$ cat src/rtl/fetch_pkg.sv
// Shared definitions for the instruction fetch path: opcode values and the
// fetch FSM state encoding.
package fetch_pkg;

  localparam int unsigned OP_LDAC  = 7;
  localparam int unsigned OP_STAC  = 11;
  localparam int unsigned OP_MVACR = 15;
  localparam int unsigned OP_MVR   = 16;
  localparam int unsigned OP_ADD   = 17;
  localparam int unsigned OP_ADDM  = 19;
  localparam int unsigned OP_INAC  = 23;
  localparam int unsigned OP_SUB   = 24;
  localparam int unsigned OP_MUL   = 26;
  localparam int unsigned OP_MULM  = 28;
  localparam int unsigned OP_CLAC  = 32;
  localparam int unsigned OP_JUMP  = 33;
  localparam int unsigned OP_JPNZ  = 35;
  localparam int unsigned OP_ENDOP = 40;
  localparam int unsigned OP_NOP   = 41;
  localparam int unsigned OP_MVB   = 42;
  localparam int unsigned OP_MVC   = 43;
  localparam int unsigned OP_MVACC = 44;
  localparam int unsigned OP_LDA   = 45;
  localparam int unsigned OP_LDB   = 51;
  localparam int unsigned OP_LDC   = 57;
  localparam int unsigned OP_STC   = 63;

  // Encoding kept as plain vectors so older tools and dumps read the same values.
  localparam logic [2:0] ST_IDLE     = 3'd0;
  localparam logic [2:0] ST_FETCH_OP = 3'd1;
  localparam logic [2:0] ST_WAIT_OP  = 3'd2;
  localparam logic [2:0] ST_WAIT_ARG = 3'd3;
  localparam logic [2:0] ST_PRESENT  = 3'd4;
  localparam logic [2:0] ST_HALTED   = 3'd5;

endpackage

$ cat src/rtl/instr_len_decode.sv
// Instruction length decode: flags opcodes that carry an operand word.
// The core decoder instantiates this too, so both sides agree on length.
module instr_len_decode
  import fetch_pkg::*;
#(
  parameter int DATA_W = 16
) (
  input  logic [DATA_W-1:0] opcode,
  output logic              two_word
);

  always_comb begin
    two_word = 1'b0;
    case (opcode)
      DATA_W'(OP_LDAC),
      DATA_W'(OP_STAC),
      DATA_W'(OP_JUMP),
      DATA_W'(OP_JPNZ),
      DATA_W'(OP_LDA),
      DATA_W'(OP_LDB),
      DATA_W'(OP_LDC),
      DATA_W'(OP_STC):  two_word = 1'b1;
      default:          two_word = 1'b0;
    endcase
  end

endmodule

$ cat src/rtl/instr_fetch_unit.sv
// Instruction fetch unit: reads opcode (and operand) words from a synchronous
// instruction RAM and presents them to the core over a valid/ready handshake.
module instr_fetch_unit
  import fetch_pkg::*;
#(
  parameter int                ADDR_W   = 16,
  parameter int                DATA_W   = 16,
  parameter logic [ADDR_W-1:0] RESET_PC = {ADDR_W{1'b0}}
) (
  input  logic              clk,
  input  logic              rst,
  input  logic              start,
  output logic [ADDR_W-1:0] iram_addr,
  input  logic [DATA_W-1:0] iram_data,
  output logic              instr_valid,
  input  logic              instr_ready,
  output logic [DATA_W-1:0] instr_opcode,
  output logic [DATA_W-1:0] instr_operand,
  output logic [ADDR_W-1:0] instr_pc,
  input  logic              redirect,
  input  logic [ADDR_W-1:0] redirect_addr,
  output logic              busy,
  output logic              halted
);

  logic [2:0]        state_reg, state_next;
  logic [ADDR_W-1:0] pc_reg, pc_next;
  logic [DATA_W-1:0] opcode_reg, opcode_next;
  logic [DATA_W-1:0] operand_reg, operand_next;
  logic [ADDR_W-1:0] bundle_pc_reg, bundle_pc_next;
  logic              two_word_reg, two_word_next;
  logic              data_two_word;

  // Length is decided on the raw RAM word in WAIT_OP, then remembered for the
  // pc increment at handshake time.
  instr_len_decode #(
    .DATA_W (DATA_W)
  ) u_len_decode (
    .opcode   (iram_data),
    .two_word (data_two_word)
  );

  assign busy        = (state_reg != ST_IDLE) && (state_reg != ST_HALTED);
  assign halted      = (state_reg == ST_HALTED);
  assign instr_valid = (state_reg == ST_PRESENT);

  assign instr_opcode  = opcode_reg;
  assign instr_operand = operand_reg;
  assign instr_pc      = bundle_pc_reg;

  // The operand read is issued speculatively while the opcode is still in flight.
  assign iram_addr = (state_reg == ST_WAIT_OP) ? pc_reg + ADDR_W'(1) : pc_reg;

  always_comb begin
    state_next     = state_reg;
    pc_next        = pc_reg;
    opcode_next    = opcode_reg;
    operand_next   = operand_reg;
    bundle_pc_next = bundle_pc_reg;
    two_word_next  = two_word_reg;

    case (state_reg)
      ST_IDLE, ST_HALTED: begin
        if (start) begin
          pc_next    = RESET_PC;
          state_next = ST_FETCH_OP;
        end
      end
      ST_FETCH_OP: begin
        state_next = ST_WAIT_OP;
      end
      ST_WAIT_OP: begin
        opcode_next    = iram_data;
        bundle_pc_next = pc_reg;
        two_word_next  = data_two_word;
        if (data_two_word) begin
          state_next = ST_WAIT_ARG;
        end else begin
          operand_next = '0;
          state_next   = ST_PRESENT;
        end
      end
      ST_WAIT_ARG: begin
        operand_next = iram_data;
        state_next   = ST_PRESENT;
      end
      ST_PRESENT: begin
        if (instr_ready) begin
          if (opcode_reg == DATA_W'(OP_ENDOP)) begin
            state_next = ST_HALTED;
          end else begin
            pc_next    = pc_reg + (two_word_reg ? ADDR_W'(2) : ADDR_W'(1));
            state_next = ST_FETCH_OP;
          end
        end
      end
      default: begin
        state_next = ST_IDLE;
      end
    endcase

    // Redirect overrides everything above, including a same-cycle handshake;
    // any half-captured bundle is thrown away by keeping the old registers.
    if (redirect && busy) begin
      pc_next        = redirect_addr;
      state_next     = ST_FETCH_OP;
      opcode_next    = opcode_reg;
      operand_next   = operand_reg;
      bundle_pc_next = bundle_pc_reg;
      two_word_next  = two_word_reg;
    end
  end

  always_ff @(posedge clk) begin
    if (rst) begin
      state_reg     <= ST_IDLE;
      pc_reg        <= RESET_PC;
      opcode_reg    <= '0;
      operand_reg   <= '0;
      bundle_pc_reg <= '0;
      two_word_reg  <= 1'b0;
    end else begin
      state_reg     <= state_next;
      pc_reg        <= pc_next;
      opcode_reg    <= opcode_next;
      operand_reg   <= operand_next;
      bundle_pc_reg <= bundle_pc_next;
      two_word_reg  <= two_word_next;
    end
  end

endmodule

$ cat config.mk
export PLATFORM = sky130hd
export DESIGN_NAME = instr_fetch_unit
export DESIGN_NICKNAME = d
export VERILOG_FILES = /design/src/rtl/fetch_pkg.sv /design/src/rtl/instr_len_decode.sv /design/src/rtl/instr_fetch_unit.sv
export SDC_FILE = /design/constraint.sdc
export NUM_CORES = 1
export LEC_CHECK = 0
export BUFFER_PORTS_ARGS = -buffer_cell sky130_fd_sc_hd__buf_4
export CAP_MARGIN = 5
export CORE_ASPECT_RATIO = 1.2
export CORE_MARGIN = 4
export CORE_UTILIZATION = 48
export CTS_BUF_LIST = sky130_fd_sc_hd__clkbuf_4
export CTS_CLUSTER_DIAMETER = 40
export DETAILED_ROUTE_END_ITERATION = 6
export PLACE_DENSITY = 0.8
export SLEW_MARGIN = 20
export SYNTH_ARGS = -nofsm -noshare
export SYNTH_HDL_FRONTEND = slang
export SYNTH_HIERARCHICAL = 1
export SYNTH_SLANG_ARGS = --single-unit
$ cat constraint.sdc
create_clock -name clk -period 1.75 [get_ports clk]
set_clock_uncertainty 0.1 [all_clocks]
set_input_delay 0.175 -clock clk [delete_from_list [all_inputs] [get_ports clk]]
set_output_delay 0.175 -clock clk [all_outputs]
set_load 0.01 [all_outputs]
; Word level (Yosys, flattened, before mapping)
; Cells that the tools add are included.
[word_totals]
out_inout_bits = 67
wordCells = 61
in_bits = 37
ff_bits = 68
[op_classes]
muxes = 16
reduce_logical = 14
n_addsub = 2
bitwise_logic = 1
eq_ne = 21
[ops]
columns = operator, n
row1 = $eq 16x6->1 const B, 7
row2 = $mux 16, 6
row3 = $pmux 16 s2, 2
row4 = $add 16x1->16 const B, 1
row5 = $add 16x2->16, 1
row6 = $eq 16x3->1 const B, 1
row7 = $eq 16x4->1 const B, 1
row8 = $pmux 3 s5, 1
row9 = $mux 3, 4
row10 = $reduce_or 8->1, 1
row11 = $eq 3x2->1 const B, 2
row12 = $eq 3x3->1 const B, 2
row13 = $ne 3x3->1 const B, 2
row14 = $reduce_and 2->1, 3
row15 = $reduce_bool 3->1, 2
row16 = $ne 2x2->1 const B, 2
row17 = $reduce_and 4->1, 1
row18 = $reduce_or 2->1, 2
row19 = $eq 3x1->1 const B, 1
row20 = $logic_not 3->1, 1
row21 = $ne 3x1->1 const B, 1
row22 = $ne 3x2->1 const B, 1
row23 = $reduce_and 3->1, 1
row24 = $logic_and 1x1->1, 2
row25 = 5 further kinds, 6

; Longest topological paths before layout
; Gate-level depths: netlist (run 1).
[logic_depth]
word_depth = 6
depth_mapped = 10
ltp_nobuf = 9

; Hierarchy
; Netlist (run 1), hierarchy kept.
[by_module_without_submodules]
columns = mod, instances, area_each_um2, cells_each
row1 = instr_fetch_unit, 1, 3433.3, 420
row2 = instr_len_decode, 1, 113.9, 16

; Worst setup path after synthesis (run 1)
; OpenSTA, ideal clock, no wires.
[synth_timing]
path_type = register to register
start = register pc_reg[1]
end = register pc_reg[13]
required_ps = 1591
setup_slack_ps = -132
stages_incl_launch_ff = 7
synth_period_minus_slack_ps = 1882
path_buffers = 0
arrival_ps = 1723
setup_ps = 59
path_cell_list = dfxtp_1 > ha_1 > a21o_1 > nand3_4 > or3_1 > a2111o_1 > nand2_1
[synth_between]
elab_chain_cells = 5
[synth_rtl]
columns = element, line_no
row1 = start: declaration, instr_fetch_unit.sv:27  ; logic [ADDR_W-1:0] pc_reg, pc_next;
row2 = start signal: assignment, instr_fetch_unit.sv:124  ; pc_reg <= pc_next;
row3 = $add 16x2->16, instr_fetch_unit.sv:92  ; pc_next = pc_reg + (two_word_reg ? ADDR_W'(2) : ADDR_W'(1));
row4 = $mux 16, instr_fetch_unit.sv:89  ; if (opcode_reg == DATA_W'(OP_ENDOP)) begin
row5 = $mux 16, instr_fetch_unit.sv:88  ; if (instr_ready) begin
row6 = $pmux 16 s2, instr_fetch_unit.sv:62  ; case (state_reg)
row7 = $mux 16, instr_fetch_unit.sv:104  ; if (redirect && busy) begin
; No other way between the ends. The select of a mux whose other input is x is not followed.
; A chain may end at the register's enable or synchronous reset.

; Worst setup path in the final report (run 1)
[layout_timing]
start = register state_reg[2]
end = output iram_addr[7]
[layout_between]
elab_chain_cells = 2
[layout_rtl]
columns = element, line_no
row1 = start: declaration, instr_fetch_unit.sv:26  ; logic [2:0] state_reg, state_next;
row2 = start signal: assignment, instr_fetch_unit.sv:123  ; state_reg <= state_next;
row3 = $eq 3x2->1, instr_fetch_unit.sv:52  ; assign iram_addr = (state_reg == ST_WAIT_OP) ? pc_reg + ADDR_W'(1) : pc_reg;
row4 = $mux 16, instr_fetch_unit.sv:52
row5 = end: declaration, instr_fetch_unit.sv:13  ; output logic [ADDR_W-1:0] iram_addr,
; No other way between the ends.

==> results.json, run 1 <==
{
  "grt-ovfl-total": 0,
  "final_cell_mix": "buf_4 (166), nand2_1 (65), dfxtp_1 (61)",
  "synthCells": 436,
  "drtAntennaViolNets": 0,
  "yosysSeqAreaShare_pct": 38.4,
  "areaGrowthSynthToFinish_pct": 73.6,
  "ys_warn_count": 6,
  "setup_slack_ps": -544,
  "routed_via_density": 6.29,
  "swShare_pct": 32.1,
  "seq_power_share_pct": 44.3,
  "leakage_nw": 2.59,
  "tightestPinTransition_ps": 439,
  "synth_ff_type": "dfxtp_1",
  "wl_per_cell_um": 23.1,
  "die_area_um2": 8840,
  "grt_antenna_before_repair": 0,
  "grt_pass1_wl_um": 21600,
  "fin_crit_sh_pct": 131,
  "cp_cell_sequence": "buf_6, nor3b_4, and3_4, nand3_4, buf_6, xnor2_2, buf_4",
  "num_vias": 4572,
  "async_flop_share_pct": 0,
  "fin_nets": 673,
  "grt_max_degree": 31,
  "synth_edf_count": 0,
  "min_period_ps": 2290,
  "clkTransAtPathRegs_ps": 120,
  "yosys.area.top_type": "dfxtp_1",
  "ir_worst_vdd_uv": 508,
  "fin_setup_tns_ps": -13950,
  "final-setup-viol-count": 59,
  "intPower_mw": 2.50,
  "diodes": 0,
  "die_w_um": 86.5,
  "whs_ps": 29.0,
  "cts_buffers": 9,
  "synthesis.nets": 477,
  "fin_area_um2": 6160,
  "cp-start-kind": "flip-flop",
  "io-pin-count": 104,
  "crit_required_ps": 1470,
  "critPathMostFrequentCell": "buf_6",
  "post_dp_cell_area_um2": 4920,
  "p_per_area_nw_per_um2": 598,
  "die_h_um": 102,
  "synth_top_area_share_pct": 38.4,
  "place_congestion": 0.949,
  "fill_cells": 341,
  "cp_slowest_stage_delay_ps": 350,
  "slew_viol_final": 0,
  "worst_path_max_delay_cell": "dfxtp_2",
  "worstPathArrival_ps": 2020,
  "grt_use_total_pct": 31.3,
  "hpwl_um": 8630,
  "synth_cell_types": 71,
  "max_freq_ghz": 0.436,
  "final_common_cell": "buf_4",
  "critical_path_class": "reg -> out",
  "ctsRootBufferMaster": "clkbuf_4",
  "violations": "setup timing",
  "ys_ff_latch": 68,
  "clock_path_buffers": 2,
  "clkPwrFrac_pct": 30.1,
  "rsz0062_at_grt": "true",
  "hold_path_depth": 3,
  "wirelength_um": 16800,
  "drive_above_1_share_pct": 52.3,
  "cp_max_fo": 5,
  "cts.sinks": 68,
  "synth.avg_cell_area_um2": 8.14,
  "cts_tree": "done",
  "core_area_um2": 7230,
  "fp-row-count": 34,
  "hold_viol_final": 0,
  "ff2ff_path_depth": 7,
  "clk-insertion-delay-late_ps": 440,
  "start_util_pct": 49.0,
  "drcViolationCount": 0,
  "hold_class": "in -> reg",
  "initialDrtViolationCount": 440,
  "drt_pass1_iterations": 5,
  "synth_area_leaders": "dfxtp_1 (38%), nand2_1 (9.0%), a21oi_1 (5.8%)",
  "grt_pass1_vias": 4401,
  "outcome": "finished with violations",
  "syn_area_um2": 3550,
  "place_ws_ps": -189,
  "slew_headroom_pct": 70.7,
  "cts_max_level": 3,
  "pwr-share-comb_pct": 25.6,
  "max_cap_viol_count": 0,
  "portBuffers": 103,
  "end_kind": "primary output",
  "p_switching_mw": 1.18
}
[logic make-up (layout without fill, tap and decap cells)]
group | after synthesis | count (layout) | share of synthesized area, %
AND/OR/NAND/NOR | 181 | 182 | 24.6
AO/OA/AOI/OAI | 107 | 107 | 21.4
flip-flops | 68 | 68 | 38.4
buffers and inverters | 45 | 245 | 5.96
XOR/XNOR | 23 | 23 | 5.68
multiplexers | 8 | 8 | 2.40
adder cells (fa/ha/maj) | 4 | 4 | 1.62
[timing repair]
item                       CTS  global route
hold buffers                23             0
setup endpoints to repair   52            86
cloned                       4             4
pin swaps                   24            41
buffers inserted            15             9
gates resized for setup     54            93
hold endpoints to repair    37             0
[path summary, 6_finish.rpt]
path / endpoint / startpoint / slack, ps
max: iram_addr[7] / state_reg[2] / -540
min: pc_reg[6] / redirect_addr[6] / 30
max reg2reg: pc_reg[5] / instr_opcode[4] / -340
min reg2reg: instr_pc[13] / instr_pc[13] / 380
[metrics by stage]
step,std cells,total power [mW],utilization (%)
2_1_floorplan,436,1.99,-
3_3_place_gp,663,2.29,68.1
3_5_place_dp,663,2.31,68.1
4_1_cts,720,3.49,78.6
5_1_grt,727,3.77,85.2
6_report,727,3.68,85.2
[worst max-delay path, delay by kind of cell, from the launching register on]
kind | cells | cell delay, ps
simple gates | 3 | 690
buf+inv | 3 | 440
flops | 1 | 350
xor+xnor | 1 | 110
[layout make-up]
class / instances / area [µm²] / share of cell area (%)
clock buffer: 10 / 75.1 / 1.22
timing repair buffer: 219 / 1940 / 31.5
inverter: 10 / 42.5 / 0.691
clock inverter: 6 / 63.8 / 1.04
tap: 90 / 113 / 1.83
multi-input combinational: 324 / 2550 / 41.4
sequential: 68 / 1380 / 22.4
[per-layer routing]
metal | global-route usage (%) | wire, µm | vias to the layer above
met5 | 0 | 0 | -
li1 | - | - | 1946
met1 | 34.7 | 5710 | 2141
met4 | 18.2 | 1280 | 0
met3 | 6.69 | 1510 | 118
met2 | 54.8 | 8290 | 367
[synthesized netlist by cell type, drive strengths merged, types with 2 or more instances]
master and count:
o31a 2, a21boi 2, dfxtp 68, nor3 8, a221o 2, xnor2 18, ha 3, mux2i 7
a211oi 4, inv 9, nor2 39, and3 4, and4 2, a21oi 41, a2111oi 2, nand2 86
o211a 2, o21a 4, o2bb2ai 2, a31oi 4, a221oi 6, nor4b 3, xor2 5, clkbuf 22
nand3 12, nand2b 3, nand4 7, buf 13, nor3b 3, a22oi 16, nor4 5, o21ai 9
[power by group through the flow]
stage | Clock (mW) | Sequential (mW) | Combinational, mW
2_1_floorplan | 0 | 1.65 | 0.343
3_3_place_gp | 0 | 1.65 | 0.640
3_5_place_dp | 0 | 1.66 | 0.654
4_1_cts | 1.08 | 1.62 | 0.790
5_1_grt | 1.16 | 1.63 | 0.979
6_report | 1.11 | 1.63 | 0.943
No activity file was read; power rests on OpenSTA's default activity.
==> run 2: changes to the inputs <==
--- a/config.mk
+++ b/config.mk
@@ -5,15 +5,16 @@
 export SDC_FILE = /design/constraint.sdc
 export NUM_CORES = 1
 export LEC_CHECK = 0
+export ABC_AREA = 0
 export BUFFER_PORTS_ARGS = -buffer_cell sky130_fd_sc_hd__buf_4
 export CAP_MARGIN = 5
 export CORE_ASPECT_RATIO = 1.2
 export CORE_MARGIN = 4
-export CORE_UTILIZATION = 48
+export CORE_UTILIZATION = 40
 export CTS_BUF_LIST = sky130_fd_sc_hd__clkbuf_4
 export CTS_CLUSTER_DIAMETER = 40
 export DETAILED_ROUTE_END_ITERATION = 6
-export PLACE_DENSITY = 0.8
+export PLACE_DENSITY = 0.69
 export SLEW_MARGIN = 20
 export SYNTH_ARGS = -nofsm -noshare
 export SYNTH_HDL_FRONTEND = slang
==> results.json, run 2 (synthesis results as in run 1) <==
{
  "outcome": "finished with violations",
  "violations": "setup timing",
  "fin_setup_tns_ps": -13730,
  "intPower_mw": 2.49,
  "drive_above_1_share_pct": 48.2,
  "fp-row-count": 37,
  "grt_use_total_pct": 23.8,
  "grt_pass1_vias": 4073,
  "fin_area_um2": 6070,
  "crit_required_ps": 1470,
  "core_area_um2": 8610,
  "diodes": 0,
  "utilization_pct": 70.5,
  "p_switching_mw": 1.10,
  "ir_worst_vdd_uv": 504,
  "io-pin-count": 104,
  "worstHoldStart": "redirect_addr[10]",
  "cp_slowest_stage_delay_ps": 370,
  "drt_pass1_iterations": 5,
  "cp-start-kind": "flip-flop",
  "cts.sinks": 68,
  "tightestPinTransition_ps": 429,
  "hold_viol_final": 0,
  "cts_tree": "done",
  "cts_max_level": 3,
  "die_h_um": 111,
  "cts_buffers": 9,
  "pwr-share-comb_pct": 25.3,
  "areaGrowthSynthToFinish_pct": 71.2,
  "cp_num_buf_inv": 3,
  "swShare_pct": 30.7,
  "min_period_ps": 2350,
  "worstReg2RegStart": "state_reg[2]",
  "leakage_nw": 2.53,
  "critical_path_class": "reg -> out",
  "cp_cell_sequence": "buf_6, nor3b_4, and3_4, nand3_4, buf_6, xnor2_2, buf_4",
  "fin_nets": 681,
  "num_vias": 4102,
  "drcViolationCount": 0,
  "whs_ps": 5.40,
  "hold_class": "in -> reg",
  "end_kind": "primary output",
  "routed_via_density": 5.38,
  "cp-startpoint": "state_reg[0]",
  "final_cell_mix": "buf_4 (169), nand2_1 (78), dfxtp_1 (62)",
  "grt_antenna_before_repair": 0,
  "final-setup-viol-count": 64,
  "slew_viol_final": 0,
  "final_common_cell": "buf_4",
  "grt_pass1_wl_um": 19900,
  "hpwl_um": 8760,
  "portBuffers": 103,
  "wl_per_cell_um": 17.4,
  "fin_crit_sh_pct": 134,
  "max_cap_viol_count": 0,
  "max_freq_ghz": 0.426,
  "worstPathArrival_ps": 2070,
  "grt_max_degree": 34,
  "worst_path_max_delay_cell": "dfxtp_4",
  "slew_headroom_pct": 71.2,
  "clkPwrFrac_pct": 29.7,
  "rsz0062_at_grt": "true",
  "post_dp_cell_area_um2": 5050,
  "critPathTopFamily": "simple AND/OR/NAND/NOR gates",
  "die_w_um": 94.0,
  "clk-insertion-delay-late_ps": 450,
  "place_congestion": 0.903,
  "wirelength_um": 13300,
  "initialDrtViolationCount": 252,
  "fill_cells": 672,
  "seq_power_share_pct": 45.0,
  "critPathMostFrequentCell": "buf_6",
  "clock_path_buffers": 2,
  "grt-ovfl-total": 0,
  "cp_max_fo": 5,
  "clkTransAtPathRegs_ps": 130,
  "die_area_um2": 10400,
  "setup_slack_ps": -596,
  "ctsRootBufferMaster": "clkbuf_4",
  "drtAntennaViolNets": 0,
  "start_util_pct": 41.2,
  "p_per_area_nw_per_um2": 591
}
==> run 2: changes by cell type in the layout (fill, tap and decap cells not counted), sizes merged <==
| cell | previous run | this run |
|---|---|---|
| and3 | 5 | 4 |
| buf | 193 | 204 |
| clkbuf | 13 | 10 |
| dlygate4sd3 | 21 | 20 |
| dlymetal6s4s | 2 | 3 |
| inv | 10 | 11 |
==> run 2: final cells by class <==
class / count / area, µm² / area share (%)
well taps: 117 / 146 / 2.41
clock inverters: 7 / 65.1 / 1.07
multi-input cells: 323 / 2400 / 39.6
flip-flops and latches: 68 / 1370 / 22.6
repair buffers: 228 / 1970 / 32.4
clock buffers: 9 / 67.6 / 1.11
inverters: 10 / 45.0 / 0.742
==> run 2: power groups by stage <==
| stage | logic (mW) | registers, mW | clock network (mW) |
|---|---|---|---|
| global route | 0.960 | 1.62 | 1.14 |
| global placement | 0.661 | 1.65 | 0 |
| detailed placement | 0.670 | 1.65 | 0 |
| finish | 0.907 | 1.62 | 1.07 |
| CTS | 0.770 | 1.62 | 1.06 |
| floorplan | 0.343 | 1.65 | 0 |
==> run 2: repair_timing <==
action | CTS | global route
hold buffers | 23 | 0
hold endpoints to repair | 42 | 0
pin swaps | 31 | 31
endpoints found under the setup margin | 62 | 74
gates cloned | 3 | 3
setup buffers | 9 | 11
gates resized for setup | 52 | 68
==> run 2: through the flow <==
stage	cells	worst slack, ps	power (mW)
final	762	-596	3.59
after global routing	762	-641	3.72
after CTS	753	-563	3.45
after detailed placement	704	-163	2.32
after global placement	704	-124	2.31
after floorplan	436	-90.2	1.99
==> run 2: worst register-to-register path, delay by kind of cell (launching register included) <==
family	cells	cell delay, ps
mux	1	140
compound gates	3	760
flops	1	350
buf+inv	4	510
simple gates	1	160
==> run 2: path summary, 6_finish.rpt <==
check                      end  slack [ps]  cells after the start
setup reg to reg     pc_reg[1]        -350                      9
hold / removal      pc_reg[10]           5                      3
hold reg to reg    instr_pc[3]         360                      2
setup / recovery  iram_addr[7]        -600                      7
==> run 2: layer usage <==
metal / wire (µm) / vias up / track usage [%]
li1: - / 1955 / -
met1: 5210 / 1947 / 28.3
met2: 6840 / 168 / 41.2
met3: 833 / 32 / 5.43
met4: 395 / 0 / 8.67
met5: 0 / - / 0
==> run 3: changes to the inputs <==
--- a/config.mk
+++ b/config.mk
@@ -6,7 +6,6 @@
 export NUM_CORES = 1
 export LEC_CHECK = 0
 export ABC_AREA = 0
-export BUFFER_PORTS_ARGS = -buffer_cell sky130_fd_sc_hd__buf_4
 export CAP_MARGIN = 5
 export CORE_ASPECT_RATIO = 1.2
 export CORE_MARGIN = 4
@@ -14,7 +13,8 @@
 export CTS_BUF_LIST = sky130_fd_sc_hd__clkbuf_4
 export CTS_CLUSTER_DIAMETER = 40
 export DETAILED_ROUTE_END_ITERATION = 6
-export PLACE_DENSITY = 0.69
+export DONT_BUFFER_PORTS = 1
+export PLACE_DENSITY = 0.58
 export SLEW_MARGIN = 20
 export SYNTH_ARGS = -nofsm -noshare
 export SYNTH_HDL_FRONTEND = slang
==> constraint.sdc (replaced) <==
create_clock -name clk -period 2 [get_ports clk]
set_clock_uncertainty 0.1 [all_clocks]
set_input_delay 0.2 -clock clk [delete_from_list [all_inputs] [get_ports clk]]
set_output_delay 0.2 -clock clk [all_outputs]
set_load 0.01 [all_outputs]
==> results.json, run 3 (synthesis results as in run 1) <==
{
  "outcome": "finished with violations",
  "violations": "setup timing",
  "tightestPinTransition_ps": 378,
  "start_util_pct": 41.2,
  "slew_viol_final": 0,
  "worstReg2RegStart": "state_reg[0]",
  "seq_power_share_pct": 50.6,
  "max_freq_ghz": 0.451,
  "place_ws_ps": -62.8,
  "ff2ff_path_depth": 9,
  "grt_use_total_pct": 22.4,
  "fp-row-count": 37,
  "worstPathArrival_ps": 1920,
  "final-setup-viol-count": 15,
  "hold_viol_final": 0,
  "grt_max_degree": 69,
  "core_area_um2": 8610,
  "holdPathEnd": "pc_reg[9]",
  "wl_per_cell_um": 18.1,
  "final_cell_mix": "nand2_1 (84), buf_4 (65), dfxtp_1 (60)",
  "crit_required_ps": 1700,
  "routed_via_density": 5.56,
  "clkPwrFrac_pct": 27.9,
  "p_per_area_nw_per_um2": 563,
  "io-pin-count": 104,
  "p_switching_mw": 0.877,
  "clkTransAtPathRegs_ps": 120,
  "die_w_um": 94.0,
  "leakage_nw": 1.85,
  "die_h_um": 111,
  "final_common_cell": "nand2_1",
  "dpl.cell_count": 584,
  "wirelength_um": 11800,
  "initialDrtViolationCount": 252,
  "cts_buffers": 9,
  "rsz0062_at_grt": "true",
  "fin_setup_tns_ps": -1050,
  "fin_crit_sh_pct": 111,
  "stdcell_count": 652,
  "min_period_ps": 2220,
  "cts_max_level": 3,
  "hold_class": "in -> reg",
  "drcViolationCount": 0,
  "grt_pass1_vias": 3638,
  "drive_above_1_share_pct": 29.3,
  "cp-start-kind": "flip-flop",
  "fill_cells": 774,
  "setup_slack_ps": -217,
  "r2r_end": "pc_reg[9]",
  "slew_headroom_pct": 74.6,
  "reg2reg_slack_ps": -80,
  "cts_tree": "done",
  "hold_path_depth": 3,
  "die_area_um2": 10400,
  "ctsRootBufferMaster": "clkbuf_4",
  "finalPower_mw": 2.81,
  "max_cap_viol_count": 0,
  "place_congestion": 0.874,
  "cp_max_fo": 5,
  "diodes": 0,
  "end_kind": "primary output",
  "grt_antenna_before_repair": 0,
  "whs_ps": 46.5,
  "drtAntennaViolNets": 0,
  "areaGrowthSynthToFinish_pct": 40.7,
  "num_vias": 3628,
  "ir_worst_vdd_uv": 326,
  "cts.sinks": 68,
  "pwr-share-comb_pct": 21.5,
  "clk-insertion-delay-late_ps": 420,
  "drt_pass1_iterations": 4,
  "grt_pass1_wl_um": 18400,
  "swShare_pct": 31.2,
  "critical_path_class": "reg -> out",
  "intPower_mw": 1.93,
  "worstHoldStart": "redirect_addr[9]",
  "hpwl_um": 8030,
  "clock_path_buffers": 2,
  "grt-ovfl-total": 0,
  "cp-startpoint": "state_reg[0]",
  "portBuffers": 0,
  "fin_nets": 571
}
==> run 3: what timing repair did <==
action                     4_1_cts  5_1_grt
hold endpoints to repair        68        0
hold buffers                    37        0
buffers inserted                 5       11
gates resized for setup         38       34
pin swaps                       10       20
setup endpoints to repair       19       41
==> run 3: power by group through the flow <==
stage / registers [mW] / logic, mW / clock network, mW
after floorplan: 1.44 / 0.290 / 0
after global placement: 1.45 / 0.396 / 0
after detailed placement: 1.45 / 0.400 / 0
after CTS: 1.42 / 0.522 / 0.816
after global routing: 1.43 / 0.645 / 0.883
final: 1.42 / 0.604 / 0.785
==> run 3: metal layers <==
metal  wire length, µm  track usage (%)  up-vias  part of all wire, %
met5                 0                0        -                    0
met4               276             9.06        0                  2.3
met3               917             6.52       25                  7.8
met2              6000             37.6      152                   51
met1              4600             26.3     1727                   39
li1                  -                -     1724                    -
==> run 3: cell type report <==
class,count,area [µm²],area share [%]
inverters,10,42.5,0.853
clock buffers,9,67.6,1.35
well taps,117,146,2.93
flip-flops and latches,68,1380,27.6
multi-input cells,323,2220,44.5
clock inverters,7,43.8,0.878
repair buffers,118,1090,21.9
==> run 3: critical path, stage by stage, from the launching register on <==
cell	delay (ps)
dfxtp_4	380
nor3b_4	230
and3_4	240
nand3_2	80
buf_6	150
nor2_1	190
xnor2_1	240
==> run 3: worst max path at each step <==
stage	to	depth (start not counted)	slack [ps]
2_1_floorplan	iram_addr[13]	6	100
3_3_place_gp	pc_reg[12]	7	20
3_5_place_dp	pc_reg[12]	7	-60
4_1_cts	iram_addr[13]	7	-170
5_1_grt	iram_addr[9]	6	-310
6_report	iram_addr[9]	6	-220
==> run 3: through the flow <==
| step | area, µm² | util [%] |
|---|---|---|
| 2_1_floorplan | 3550 | - |
| 3_3_place_gp | 4060 | 47.2 |
| 3_5_place_dp | 4060 | 47.2 |
| 4_1_cts | 4750 | 55.2 |
| 5_1_grt | 4990 | 57.9 |
| 6_report | 4990 | 57.9 |
